### config.mk
export PLATFORM = sky130hd
export DESIGN_NAME = dcache_ctrl
export DESIGN_NICKNAME = d
export VERILOG_FILES = /design/src/rtl/dcache_pkg.sv /design/src/rtl/dcache_line_array.sv /design/src/rtl/dcache_ctrl.sv
export SDC_FILE = /design/constraint.sdc
export NUM_CORES = 1
export LEC_CHECK = 0
export BUFFER_PORTS_ARGS = -buffer_cell sky130_fd_sc_hd__buf_2
export CORE_AREA = 4 4 311 313
export CTS_CLUSTER_DIAMETER = 100
export DETAILED_ROUTE_END_ITERATION = 16
export DIE_AREA = 0 0 315 317
export PLACE_DENSITY = 0.78
export SLEW_MARGIN = 20
export SYNTH_ARGS = -nofsm -noshare
export SYNTH_HDL_FRONTEND = slang
export SYNTH_HIERARCHICAL = 1
export SYNTH_SLANG_ARGS = --single-unit
### constraint.sdc
create_clock -name clk -period 8.9 [get_ports clk]
set_input_delay 0.89 -clock clk [delete_from_list [all_inputs] [get_ports clk]]
set_output_delay 0.89 -clock clk [all_outputs]
set_load 0.01 [all_outputs]
### src/rtl/dcache_pkg.sv
// Shared definitions for the direct-mapped write-back data cache.
// Holds the controller state encoding, the default geometry and the widths
// of the address fields (word offset, index, tag) derived from it.
package dcache_pkg;

    localparam int NUM_LINES_DEF = 8;
    localparam int WORD_W_DEF    = 32;
    localparam int ADDR_W_DEF    = 30;

    // Word address layout: [1:0] word offset, [IDX_W+1:2] index, rest tag.
    localparam int OFF_W = 2;
    localparam int IDX_W = $clog2(NUM_LINES_DEF);
    localparam int TAG_W = ADDR_W_DEF - OFF_W - IDX_W;
    localparam int BLK_W = 4 * WORD_W_DEF;

    typedef enum logic [1:0] {
        IDLE      = 2'd0,
        WRITEBACK = 2'd1,
        ALLOCATE  = 2'd2
    } state_t;

endpackage

### src/rtl/dcache_line_array.sv
// Storage for the cache lines: valid, dirty, tag and data per line.
// Ports:
//   clk, rst             clock and asynchronous active-high reset (clears
//                        valid and dirty only; tags and data keep contents)
//   idx                  line selected for both the read and the write port
//   rd_valid/rd_dirty/
//   rd_tag/rd_line       combinational read of the selected line
//   fill_we/fill_tag/
//   fill_data            full-line write: tag+data loaded, valid=1, dirty=0
//   word_we/word_off/
//   word_data            single-word write into the line, sets dirty
//   clean_we             clears dirty after the victim has been written back
module dcache_line_array #(
    parameter int NUM_LINES = 8,
    parameter int WORD_W    = 32,
    parameter int IDX_W     = 3,
    parameter int TAG_W     = 25
) (
    input  logic                clk,
    input  logic                rst,
    input  logic [IDX_W-1:0]    idx,
    output logic                rd_valid,
    output logic                rd_dirty,
    output logic [TAG_W-1:0]    rd_tag,
    output logic [4*WORD_W-1:0] rd_line,
    input  logic                fill_we,
    input  logic [TAG_W-1:0]    fill_tag,
    input  logic [4*WORD_W-1:0] fill_data,
    input  logic                word_we,
    input  logic [1:0]          word_off,
    input  logic [WORD_W-1:0]   word_data,
    input  logic                clean_we
);

    logic [NUM_LINES-1:0] valid_q;
    logic [NUM_LINES-1:0] dirty_q;
    logic [TAG_W-1:0]     tag_q  [NUM_LINES];
    logic [4*WORD_W-1:0]  data_q [NUM_LINES];

    assign rd_valid = valid_q[idx];
    assign rd_dirty = dirty_q[idx];
    assign rd_tag   = tag_q[idx];
    assign rd_line  = data_q[idx];

    always_ff @(posedge clk or posedge rst) begin
        if (rst) begin
            valid_q <= '0;
            dirty_q <= '0;
        end else if (fill_we) begin
            valid_q[idx] <= 1'b1;
            dirty_q[idx] <= 1'b0;
        end else if (word_we) begin
            dirty_q[idx] <= 1'b1;
        end else if (clean_we) begin
            dirty_q[idx] <= 1'b0;
        end
    end

    // Tag and data arrays are deliberately not reset; valid gates their use.
    always_ff @(posedge clk) begin
        if (fill_we) begin
            tag_q[idx]  <= fill_tag;
            data_q[idx] <= fill_data;
        end else if (word_we) begin
            data_q[idx][WORD_W*int'(word_off) +: WORD_W] <= word_data;
        end
    end

endmodule

### src/rtl/dcache_ctrl.sv
// Direct-mapped, write-back, write-allocate data cache controller.
// Ports:
//   clk, proc_reset          clock, asynchronous active-high reset
//   proc_read/proc_write     core load/store request (both high = store)
//   proc_addr/proc_wdata     word address and store data
//   proc_rdata               load data, valid in the same cycle as a read hit
//   proc_stall               core must hold its request while high
//   mem_read/mem_write       block read/write request toward memory
//   mem_addr                 block address {tag,index}
//   mem_wdata/mem_rdata      victim block out / fill block in, word 0 at LSBs
//   mem_ready                one-cycle completion pulse from memory
//   dbg_state                current controller state
module dcache_ctrl
    import dcache_pkg::*;
#(
    parameter int NUM_LINES = NUM_LINES_DEF,
    parameter int WORD_W    = WORD_W_DEF,
    parameter int ADDR_W    = ADDR_W_DEF
) (
    input  logic                clk,
    input  logic                proc_reset,
    input  logic                proc_read,
    input  logic                proc_write,
    input  logic [ADDR_W-1:0]   proc_addr,
    input  logic [WORD_W-1:0]   proc_wdata,
    output logic [WORD_W-1:0]   proc_rdata,
    output logic                proc_stall,
    output logic                mem_read,
    output logic                mem_write,
    output logic [ADDR_W-3:0]   mem_addr,
    output logic [4*WORD_W-1:0] mem_wdata,
    input  logic [4*WORD_W-1:0] mem_rdata,
    input  logic                mem_ready,
    output state_t              dbg_state
);

    localparam int L_IDX_W = $clog2(NUM_LINES);
    localparam int L_TAG_W = ADDR_W - OFF_W - L_IDX_W;

    state_t state;

    logic [OFF_W-1:0]    off;
    logic [L_IDX_W-1:0]  idx;
    logic [L_TAG_W-1:0]  tag;
    logic                request;
    logic                hit;
    logic                line_valid;
    logic                line_dirty;
    logic [L_TAG_W-1:0]  line_tag;
    logic [4*WORD_W-1:0] line_data;
    logic                fill_we;
    logic                word_we;
    logic                clean_we;

    assign off = proc_addr[OFF_W-1:0];
    assign idx = proc_addr[OFF_W +: L_IDX_W];
    assign tag = proc_addr[ADDR_W-1 -: L_TAG_W];

    assign request = proc_read | proc_write;
    assign hit     = line_valid & (line_tag == tag);

    // Hits are only served from IDLE; any other state stalls a pending request.
    assign proc_stall = request & ~((state == IDLE) & hit);

    // A simultaneous read+write is handled as a write, so no load data then.
    assign proc_rdata = ((state == IDLE) && hit && proc_read && !proc_write)
                      ? line_data[WORD_W*int'(off) +: WORD_W] : '0;

    assign word_we  = (state == IDLE) & hit & proc_write;
    assign fill_we  = (state == ALLOCATE) & mem_ready;
    assign clean_we = (state == WRITEBACK) & mem_ready;

    assign dbg_state = state;

    dcache_line_array #(
        .NUM_LINES (NUM_LINES),
        .WORD_W    (WORD_W),
        .IDX_W     (L_IDX_W),
        .TAG_W     (L_TAG_W)
    ) u_lines (
        .clk       (clk),
        .rst       (proc_reset),
        .idx       (idx),
        .rd_valid  (line_valid),
        .rd_dirty  (line_dirty),
        .rd_tag    (line_tag),
        .rd_line   (line_data),
        .fill_we   (fill_we),
        .fill_tag  (tag),
        .fill_data (mem_rdata),
        .word_we   (word_we),
        .word_off  (off),
        .word_data (proc_wdata),
        .clean_we  (clean_we)
    );

    // Memory handshake: the cache raises exactly one of mem_read/mem_write
    // together with mem_addr (and mem_wdata for writes) and holds them all
    // constant until it samples mem_ready=1 on a rising edge; that edge
    // completes the transfer and the request drops in the following cycle.
    // mem_ready is ignored while no request is outstanding.
    always_ff @(posedge clk or posedge proc_reset) begin
        if (proc_reset) begin
            state     <= IDLE;
            mem_read  <= 1'b0;
            mem_write <= 1'b0;
            mem_addr  <= '0;
            mem_wdata <= '0;
        end else begin
            case (state)
                IDLE: begin
                    if (request && !hit) begin
                        if (line_valid && line_dirty) begin
                            state     <= WRITEBACK;
                            mem_write <= 1'b1;
                            mem_addr  <= {line_tag, idx};
                            mem_wdata <= line_data;
                        end else begin
                            state    <= ALLOCATE;
                            mem_read <= 1'b1;
                            mem_addr <= {tag, idx};
                        end
                    end
                end
                WRITEBACK: begin
                    if (mem_ready) begin
                        state     <= ALLOCATE;
                        mem_write <= 1'b0;
                        mem_wdata <= '0;
                        mem_read  <= 1'b1;
                        mem_addr  <= {tag, idx};
                    end
                end
                ALLOCATE: begin
                    if (mem_ready) begin
                        state    <= IDLE;
                        mem_read <= 1'b0;
                        mem_addr <= '0;
                    end
                end
                default: begin
                    state     <= IDLE;
                    mem_read  <= 1'b0;
                    mem_write <= 1'b0;
                    mem_addr  <= '0;
                    mem_wdata <= '0;
                end
            endcase
        end
    end

endmodule
# ---- Yosys cells after proc, flatten, opt, wreduce, memory -nomap -nowiden
# Memory sizes are Yosys's and may differ from the RTL's.
# Cells that the tools add are included.
# Widths: inputs -> output; s select.
dict set report word_totals {
  regBits 176
  ramBits 1224
  inputBits 195
  out_inout_bits 193
  word_cells 342
  memories 2
}
dict set report classes {
  add_sub_neg 1
  magnitude_cmp 2
  n_eq_ne 8
  n_shift 3
  muxes 165
  n_bitwise 141
  reduce_logical 13
}
# name words width read_ports rd_ports_with_merged_regs wr line
set mem_list {}
lappend mem_list {u_lines.data_q 8 128 1 0 1 dcache_line_array.sv:38} ;# logic [4*WORD_W-1:0] data_q [NUM_LINES];
lappend mem_list {u_lines.tag_q 8 25 1 0 1 dcache_line_array.sv:37} ;# logic [TAG_W-1:0] tag_q [NUM_LINES];
# cell n
set op_table {}
lappend op_table {{$mux 128} 4}
lappend op_table {{$pmux 128 s3} 1}
lappend op_table {{$mux 1} 141}
lappend op_table {{$or 1x1->1} 129}
lappend op_table {{$shift 32x33->128 const A} 1}
lappend op_table {{$shiftx 128x8->32} 1}
lappend op_table {{$shiftx 32x33->128} 1}
lappend op_table {{$mux 28} 4}
lappend op_table {{$pmux 28 s3} 1}
lappend op_table {{$neg 7->33} 1}
lappend op_table {{$mux 32} 1}
lappend op_table {{$eq 25x25->1} 1}
lappend op_table {{$mux 8} 3}
lappend op_table {{$or 8x8->8} 2}
lappend op_table {{$and 8x8->8} 1}
lappend op_table {{$mux 2} 4}
lappend op_table {{$not 8->8} 1}
lappend op_table {{$reduce_and 4->1} 2}
lappend op_table {{$and 1x1->1} 6}
lappend op_table {{$bmux 1 s3} 2}
lappend op_table {{$logic_and 1x1->1} 6}
lappend op_table {{$ne 2x2->1 const B} 3}
lappend op_table {{$pmux 1 s3} 2}
lappend op_table {{$pmux 2 s3} 1}
lappend op_table {{other kinds (11)} 14}

# ---- Longest topological paths before layout
# Gate-level depths: netlist of run 1.
dict set report depth {
  word_depth 9
  ltp_mapped 17
  depth_no_buf 11
}

# ---- Hierarchy
# Netlist of run 1, hierarchy kept.
# module n_inst cells_each area_each_um2 seq_area_each_um2
set modules_own_cells {}
lappend modules_own_cells {dcache_line_array 1 2457 48751.8 37155.6}
lappend modules_own_cells {dcache_ctrl 1 518 7308.3 4003.8}

# ---- Least setup slack after synthesis of run 1
# No wires, ideal clock.
dict set report synth_path {
  path_kind {input port to flip-flop}
  from {input port proc_addr[2]}
  to {memory u_lines/data_q[0][64] in the netlist's numbering, enable pin}
  setup_ns 0.421
  t_arrival_ns 4.777
  required_ns 8.479
  slack_ns 3.702
  path_stages 14
  path_buffers 4
  path_cell_list {buf_6 buf_6 buf_6 mux4_2 nand2_1 nand2_1 xor2_1 nor4_1 nand3_1 nor4_4 and2_1 buf_4 a21oi_1 nor2_1}
}
dict set report synth_between {
  elab_chain_cells 9
}
# element line
set synth_lines {}
lappend synth_lines {{start, declared} dcache_ctrl.sv:24} ;# input logic [ADDR_W-1:0] proc_addr,
lappend synth_lines {{$mem_v2 8x25} -}
lappend synth_lines {{net line_tag[18]} dcache_ctrl.sv:49} ;# logic [L_TAG_W-1:0] line_tag;
lappend synth_lines {{$eq 25x25->1} dcache_ctrl.sv:60} ;# assign hit = line_valid & (line_tag == tag);
lappend synth_lines {{$and 1x1->1} dcache_ctrl.sv:60}
lappend synth_lines {{$and 1x1->1 (2 in series)} dcache_ctrl.sv:69} ;# assign word_we = (state == IDLE) & hit & proc_write;
lappend synth_lines {{net word_we} dcache_ctrl.sv:52} ;# logic word_we;
lappend synth_lines {{$mux 1} dcache_line_array.sv:64} ;# end else if (word_we) begin
lappend synth_lines {{$mux 1} dcache_line_array.sv:61} ;# if (fill_we) begin
lappend synth_lines {{$mux 128 (not written as such)} dcache_line_array.sv:65} ;# data_q[idx][WORD_W*int'(word_off) +: WORD_W] <= word_data;
lappend synth_lines {{$or 1x1->1 (no source line)} -}
lappend synth_lines {{end, declared} dcache_line_array.sv:38}
# The timed path passes the listed nets, and every way through them passes these cells. The select of a mux whose other input is x is not followed.

# ---- Worst setup path in the final report of run 1
dict set report layout_path {
  from {input port proc_addr[2]}
  to {output port proc_rdata[4]}
}
dict set report layout_between {
  elab_chain_cells 7
}
# element line
set layout_lines {}
lappend layout_lines {{$mem_v2 8x25} -}
lappend layout_lines {{net line_tag[13]} dcache_ctrl.sv:49}
lappend layout_lines {{$eq 25x25->1} dcache_ctrl.sv:60}
lappend layout_lines {{$and 1x1->1} dcache_ctrl.sv:60}
lappend layout_lines {{$logic_and 1x1->1 (3 in series)} dcache_ctrl.sv:66} ;# assign proc_rdata = ((state == IDLE) && hit && proc_read && !proc_write)
lappend layout_lines {{$mux 32} dcache_ctrl.sv:67} ;# ? line_data[WORD_W*int'(off) +: WORD_W] : '0;
lappend layout_lines {{end, declared} dcache_ctrl.sv:26} ;# output logic [WORD_W-1:0] proc_rdata,
# The timed path passes the listed nets, and every way through them passes these cells. The select of a mux whose other input is x is not followed.

==> out/qor.yml, run 1 <==
die:
  std_cell_rows: 113
  die_area_um2: 99900
  top_level_ports: 388
  start_util_pct: 59.4
  fp.dieW_um: 315
  core_area_um2: 94300
  die_h_um: 317
clock_tree:
  htree_num_levels: 4
  numCtsBuffers: 138
  ctsLongestPathBuffers: 3
  cts-root-buf: "clkbuf_16"
  cts.sinks: 1400
  cts_resized: 0
  clkSlewWorstSetupHoldPaths_ns: 0.06
  post_cts_buffers: 0
  cts_tree: "yes"
  holdBufCountCts: 0
  insertion_delay_ns: 0.75
sta:
  setup_tns_ns: 0
  setup_viol: 0
  max_slew_margin_pct: 16.0
  finalCritPeriodShare_pct: 70.9
  finalMaxSlewViolations: 0
  finClkSkew_ns: 0.0382
  finalCriticalPeriod_ns: 6.31
  rsz0062_at_grt: "no"
  hold_slack_ns: 0.308
  max_freq_mhz: 158
  worst_pin_slew_ns: 1.26
  hold_viol_final: 0
global_route:
  grt_pass1_vias: 32526
  grt_antenna_before_repair: 22
  grt_pass1_wl_um: 245000
  grt_max_degree: 132
  grt_usage_pct: 35.2
  grt_overflow_total: 0
critical_path:
  worstPathMaxFanout: 52
  cp-end-kind: "output pin"
  cp.required_ns: 8.01
  rrSetupSlack_ns: 3.70
  r2r_cells: 11
  cp-start-kind: "input port"
  arrival_ns: 5.42
  worstSetupPathType: "in2out"
final_layout:
  fillers: 5805
  multi_input_area_um2: 13900
  drive_gt1_share_pct: 30.0
  finalNetCount: 3571
  design_area_um2: 63700
  instances_no_fill: 4765
  area_delta_synth_final_pct: 13.6
  register_area_um2: 41200
place:
  portBuffers: 387
  gp_congestion: 0.915
  dp.cells: 4496
  postPlaceCellArea_um2: 59200
  hpwlAfterDp_um: 111000
yosys:
  synthCells: 2975
  postSynthAreaPerCell_um2: 18.8
  synth_nets: 3175
  synth_edf_count: 1224
  synthArstFlopShare_pct: 12.6
  ys_seq_area_share_pct: 73.4
  ys_top_cells_by_area: "edfxtp_1 (66%), mux4_2 (11%), dfrtp_1 (7.9%)"
  synth_warnings: 6
  syn_area_um2: 56100
  yosys.area.top_type_share_pct: 65.6
  synth_area_leader_cell: "edfxtp_1"
  ys_types: 59
  synth_flop_cell: "edfxtp_1"
  ys_seq_elements: 1400
power_and_ir_drop:
  worst_ir_drop_vdd_mv: 0.180
  cellLeakagePower_nw: 23.0
  pwr_density_cell_nw_per_um2: 230
job:
  cap_violations: 0
drt:
  ant_nets: 0
  drt-initial-drc-count: 5695
  viasPerCell: 7.03
  dr.pass1.iters: 5
  wl_per_cell_um: 36.7
  drc: 0
  vias: 33507
  postRouteWirelength_um: 175000
outcome:
  outcome: "complete, no violations"
hold_path:
  hold_path_class: "in2async"
[layer usage]
| layer | global-route usage, % | vias up | wire length, um |
|---|---|---|---|
| li1 | - | 12829 | - |
| met1 | 47.4 | 17011 | 59000 |
| met2 | 52.3 | 3182 | 78500 |
| met3 | 11.8 | 475 | 27000 |
| met4 | 17.6 | 10 | 10300 |
| met5 | 0 | - | 64 |
[cell families (layout without fill, tap and decap cells)]
family / after synthesis / in the layout / share of synthesized area [%]
compound gates: 433 / 433 / 6.45
xor+xnor: 25 / 25 / 0.391
fa+ha+maj: 5 / 5 / 0.112
buf+inv: 209 / 718 / 2.41
flops: 1400 / 1400 / 73.4
mux: 370 / 370 / 12.9
other cells: 0 / 16 / 0
simple gates: 533 / 533 / 4.31
[where the power goes]
part | internal, mW | total, mW | switching [mW]
Clock | 3.21 | 5.67 | 2.46
Combinational | 0.489 | 1.42 | 0.927
Sequential | 7.43 | 7.53 | 0.101
Total | 11.1 | 14.6 | 3.49
[per-stage QoR]
step / power, mW / utilization [%] / setup WS [ns]
floorplan: 8.43 / - / 3.69
global placement: 8.99 / 62.8 / 2.15
detailed placement: 9.04 / 62.8 / 2.08
CTS: 14.6 / 67.5 / 2.57
global route: 15.0 / 67.5 / 2.32
finish: 14.6 / 67.5 / 2.59
[sequential cells by signal (all words and copies together) (netlist names), named ones only]
signal / cells
u_lines/data_q: 1024
mem_write: 1
mem_addr: 28
dbg_state: 2
mem_read: 1
mem_wdata: 128
u_lines/tag_q: 200
u_lines/valid_q: 8
[cells in the mapped netlist (5+ instances only)]
cell,instances
buf_4,19
buf_2,62
inv_1,11
xnor2_1,8
mux2_4,9
o22a_1,27
a22o_1,281
mux4_2,276
buf_1,19
nor2_1,44
a21oi_1,5
mux2_2,31
nand2_1,381
a22oi_1,57
o21ai_1,7
o221ai_1,28
ha_1,5
or2_1,8
a221oi_1,7
and3b_1,5
dfrtp_1,176
edfxtp_1,1224
xor2_1,17
nor2_2,5
mux2i_1,54
nor3_1,5
o21ai_0,15
nor2b_1,41
clkbuf_1,42
buf_6,54
[worst max-delay path: stages]
cell      delay [ns]
buf_8           0.42
buf_4           0.76
mux2i_1         0.27
o22a_1          0.15
o221ai_1        0.15
xor2_1          0.20
nor4_1          0.34
nand3_1         0.19
nor4_4          0.54
nand3b_1        0.57
buf_8           0.35
nor2b_1         0.32
buf_2           0.21
[layout make-up]
type | instances | share of cell area [%]
sequential | 1400 | 64.6
multi-input combinational | 1366 | 21.8
clock buffer | 195 | 6.19
timing repair buffer | 453 | 3.95
tap | 1265 | 2.49
clock inverter | 58 | 0.782
inverter | 12 | 0.0864
antenna | 16 | 0.0629
[cell usage in the layout (no fill, tap or decap), types with 28 or more instances in the layout]
| master | n |
|---|---|
| buf_2 | 383 |
| o221ai_1 | 28 |
| clkbuf_16 | 143 |
| mux2i_1 | 54 |
| dfrtp_1 | 176 |
| mux4_2 | 276 |
| a22oi_1 | 57 |
| nand2_1 | 378 |
| clkbuf_1 | 35 |
| mux2_2 | 31 |
| nor2b_1 | 38 |
| nor2_4 | 40 |
| buf_4 | 61 |
| a22o_1 | 281 |
| edfxtp_1 | 1224 |
[path summary, 6_finish.rpt]
check                                          startpoint                               to
max                                          proc_addr[2]                    proc_rdata[4]
min                                            proc_reset        mem_wdata[35]$_DFFE_PP0P_
max reg2reg                u_lines/tag_q[7][10]$_DFFE_PP_  u_lines/data_q[1][15]$_DFFE_PP_
min reg2reg                u_lines/valid_q[4]$_DFFE_PP0P_   u_lines/valid_q[4]$_DFFE_PP0P_
max in group asynchronous                      proc_reset        mem_wdata[33]$_DFFE_PP0P_
min in group clk           u_lines/valid_q[4]$_DFFE_PP0P_   u_lines/valid_q[4]$_DFFE_PP0P_
(Power assumes the default switching activity.)
==> run 2, diff against run 1 <==
- CORE_AREA: 4 4 311 313 -> 4 4 328 330
- DIE_AREA: 0 0 315 317 -> 0 0 332 334
- PLACE_DENSITY: 0.78 -> 0.74
- clock period: 8.9 -> 5.8 ns (I/O delays scaled with it)
==> run 2 against run 1 <==
  * Sequential power is 53% higher
  * Critical path depth down 4
  * Via count about the same
  * Utilization decreased by 5.9 points
  * Wire length increased by 1.7%
  * Non-clock buffer count increased by 43
  * Register-to-register slack lost 2.3 ns
  * Sequential share of layout area fell by 0.92 points
  * First-iteration DRC count down 5.5%
  * Largest cell class unchanged
==> out/qor.yml, run 2 (same netlist as run 1, synthesis figures left out) <==
outcome:
  outcome: "complete, no violations"
critical_path:
  worstSetupPathType: "in2out"
  cp-start-kind: "input port"
  worstPathMaxFanout: 67  # +29%
  crit_chain: "buf_8 > buf_4 > buf_4 > mux4_2 > nand2_1 > nand2_1 > mux4_2 > nor2b_1 > buf_2"
  path_buf_inv: 4  # unchanged
  max_stage_delay_ns: 0.90  # +0.14 ns
  cp-end-kind: "output pin"
  crit_start: "proc_addr[3]"
  path_delay_family: "buffers and inverters"
  cp.required_ns: 5.22  # -2.79 ns
  arrival_ns: 4.35  # -1.07 ns
  rr_startpoint: "u_lines/tag_q[7][10]$_DFFE_PP_"
  crit_slowest_cell: "buf_4"
global_route:
  grt_overflow_total: 0  # unchanged
  grt_antenna_before_repair: 26  # +18%
  grt_pass1_wl_um: 248000  # +1.1%
  grt_max_degree: 117  # -11%
  grt_usage_pct: 31.8  # -3.4 points
  grt_pass1_vias: 32055  # -1.4%
die:
  start_util_pct: 53.5  # -6.0 points
  fp.dieW_um: 332  # +5.4%
  top_level_ports: 388  # unchanged
  die_area_um2: 111000  # +11%
  die_h_um: 334  # +5.4%
  core_area_um2: 105000  # +11%
  std_cell_rows: 119  # +5.3%
clock_tree:
  htree_num_levels: 4  # unchanged
  clkSlewWorstSetupHoldPaths_ns: 0.06  # about the same
  holdBufCountCts: 1  # +1
  cts.sinks: 1400  # unchanged
  insertion_delay_ns: 0.77  # +0.02 ns
  ctsLongestPathBuffers: 3  # unchanged
  cts_resized: 0  # unchanged
  cts-root-buf: "clkbuf_16"
  post_cts_buffers: 0  # unchanged
  numCtsBuffers: 137  # -0.72%
  cts_tree: "yes"
drt:
  drt-initial-drc-count: 5379  # -5.5%
  postRouteWirelength_um: 178000  # +1.7%
  viasPerCell: 6.80  # -3.2%
  ant_nets: 0  # unchanged
  vias: 33519  # +0.036%
  dr.pass1.iters: 5  # unchanged
  drc: 0  # unchanged
  wl_per_cell_um: 36.1  # -1.6%
power_and_ir_drop:
  total_power_mw: 22.7  # +55%
  worst_ir_drop_vdd_mv: 0.237  # +31%
  pwr_density_cell_nw_per_um2: 351  # +53%
  cellLeakagePower_nw: 23.3  # +1.6%
sta:
  finClkSkew_ns: 0.0444  # +0.00619 ns
  finalMaxSlewViolations: 0  # unchanged
  max_slew_margin_pct: 18.9  # +2.9 points
  setup_tns_ns: 0  # unchanged
  worst_pin_slew_ns: 1.22  # -0.0406 ns
  rsz0062_at_grt: "no"
  finalCriticalPeriod_ns: 4.93
  hold_viol_final: 0  # unchanged
  max_freq_mhz: 203
  finalCritPeriodShare_pct: 85.0
  setup_viol: 0  # unchanged
final_layout:
  final_cell_mix: "edfxtp_1 (1224), buf_2 (383), nand2_1 (378)"
  top_regs: "u_lines/data_q (1024), u_lines/tag_q (200), mem_wdata (128)"
  area_delta_synth_final_pct: 15.2
  drive_gt1_share_pct: 30.8  # +0.81 points
  multi_input_area_um2: 13900  # about the same
  final_common_cell: "edfxtp_1"
  largest-register: "u_lines/data_q"
  finalNetCount: 3613  # +1.2%
  largest_reg_flops: 1024  # unchanged
  register_area_um2: 41200  # unchanged
  fillers: 7228  # +25%
hold_path:
  holdCritStartpoint: "proc_addr[15]"
  hold_path_class: "in2reg"
place:
  portBuffers: 387  # unchanged
  hpwlAfterDp_um: 113000  # +1.5%
  gp_congestion: 0.884  # -3.4%
job:
  cap_violations: 0  # unchanged
==> run 2: changes by cell type in the layout (fill, tap and decap cells not counted), moves of 5 or more <==
cell        change
clkinvlp_4      -7
bufinv_16       +7
buf_12         +30
nor2_4          -6
clkinv_2        +5
nor2_2          +6
diode_2         -6
buf_4          +15
==> run 2: layer usage <==
layer  global-route usage, %  share of wire (%)  up-vias
met5                       0              0.052        -
met4                    12.9                4.7       14
met3                    11.8                 17      433
met2                    46.8                 44     2983
met1                    43.5                 34    17199
li1                        -                  -    12890
==> run 2: stage by stage <==
step | std cells | utilization [%] | instance area [um2] | hold WS (ns) | worst slack [ns]
2_1_floorplan | 2975 | - | 56100 | 0.428 | 0.900
3_3_place_gp | 4664 | 57.3 | 60000 | 0.442 | 0.703
3_5_place_dp | 4664 | 57.3 | 60000 | 0.452 | 0.628
4_1_cts | 4916 | 61.6 | 64600 | 0.115 | 0.811
5_1_grt | 4919 | 61.6 | 64600 | 0.142 | 0.587
6_report | 4926 | 61.6 | 64600 | 0.146 | 0.871
==> run 2: where the power goes <==
| group | switching (mW) | internal, mW |
|---|---|---|
| combinational | 1.39 | 0.780 |
| sequential | 0.141 | 11.4 |
| clock | 3.82 | 5.12 |
| total | 5.36 | 17.3 |
==> run 2: worst paths after layout <==
path,end,slack (ns),depth (start not counted)
setup / recovery,proc_rdata[2],0.87,9
hold / removal,u_lines/tag_q[6][10]$_DFFE_PP_,0.15,1
max in group asynchronous,mem_wdata[3]$_DFFE_PP0P_,4.18,4
hold reg to reg,u_lines/valid_q[0]$_DFFE_PP0P_,0.47,1
setup reg to reg,u_lines/data_q[5][42]$_DFFE_PP_,1.40,12
min in group asynchronous,mem_wdata[99]$_DFFE_PP0P_,0.42,3
==> run 2: cell type report <==
type | instances | area share (%)
Antenna cell | 10 | 0.0387
Clock buffer | 189 | 5.94
Clock inverter | 62 | 1.08
Inverter | 12 | 0.0891
Multi-Input combinational cell | 1366 | 21.5
Sequential cell | 1400 | 63.7
Tap cell | 1391 | 2.69
Timing Repair Buffer | 496 | 4.96
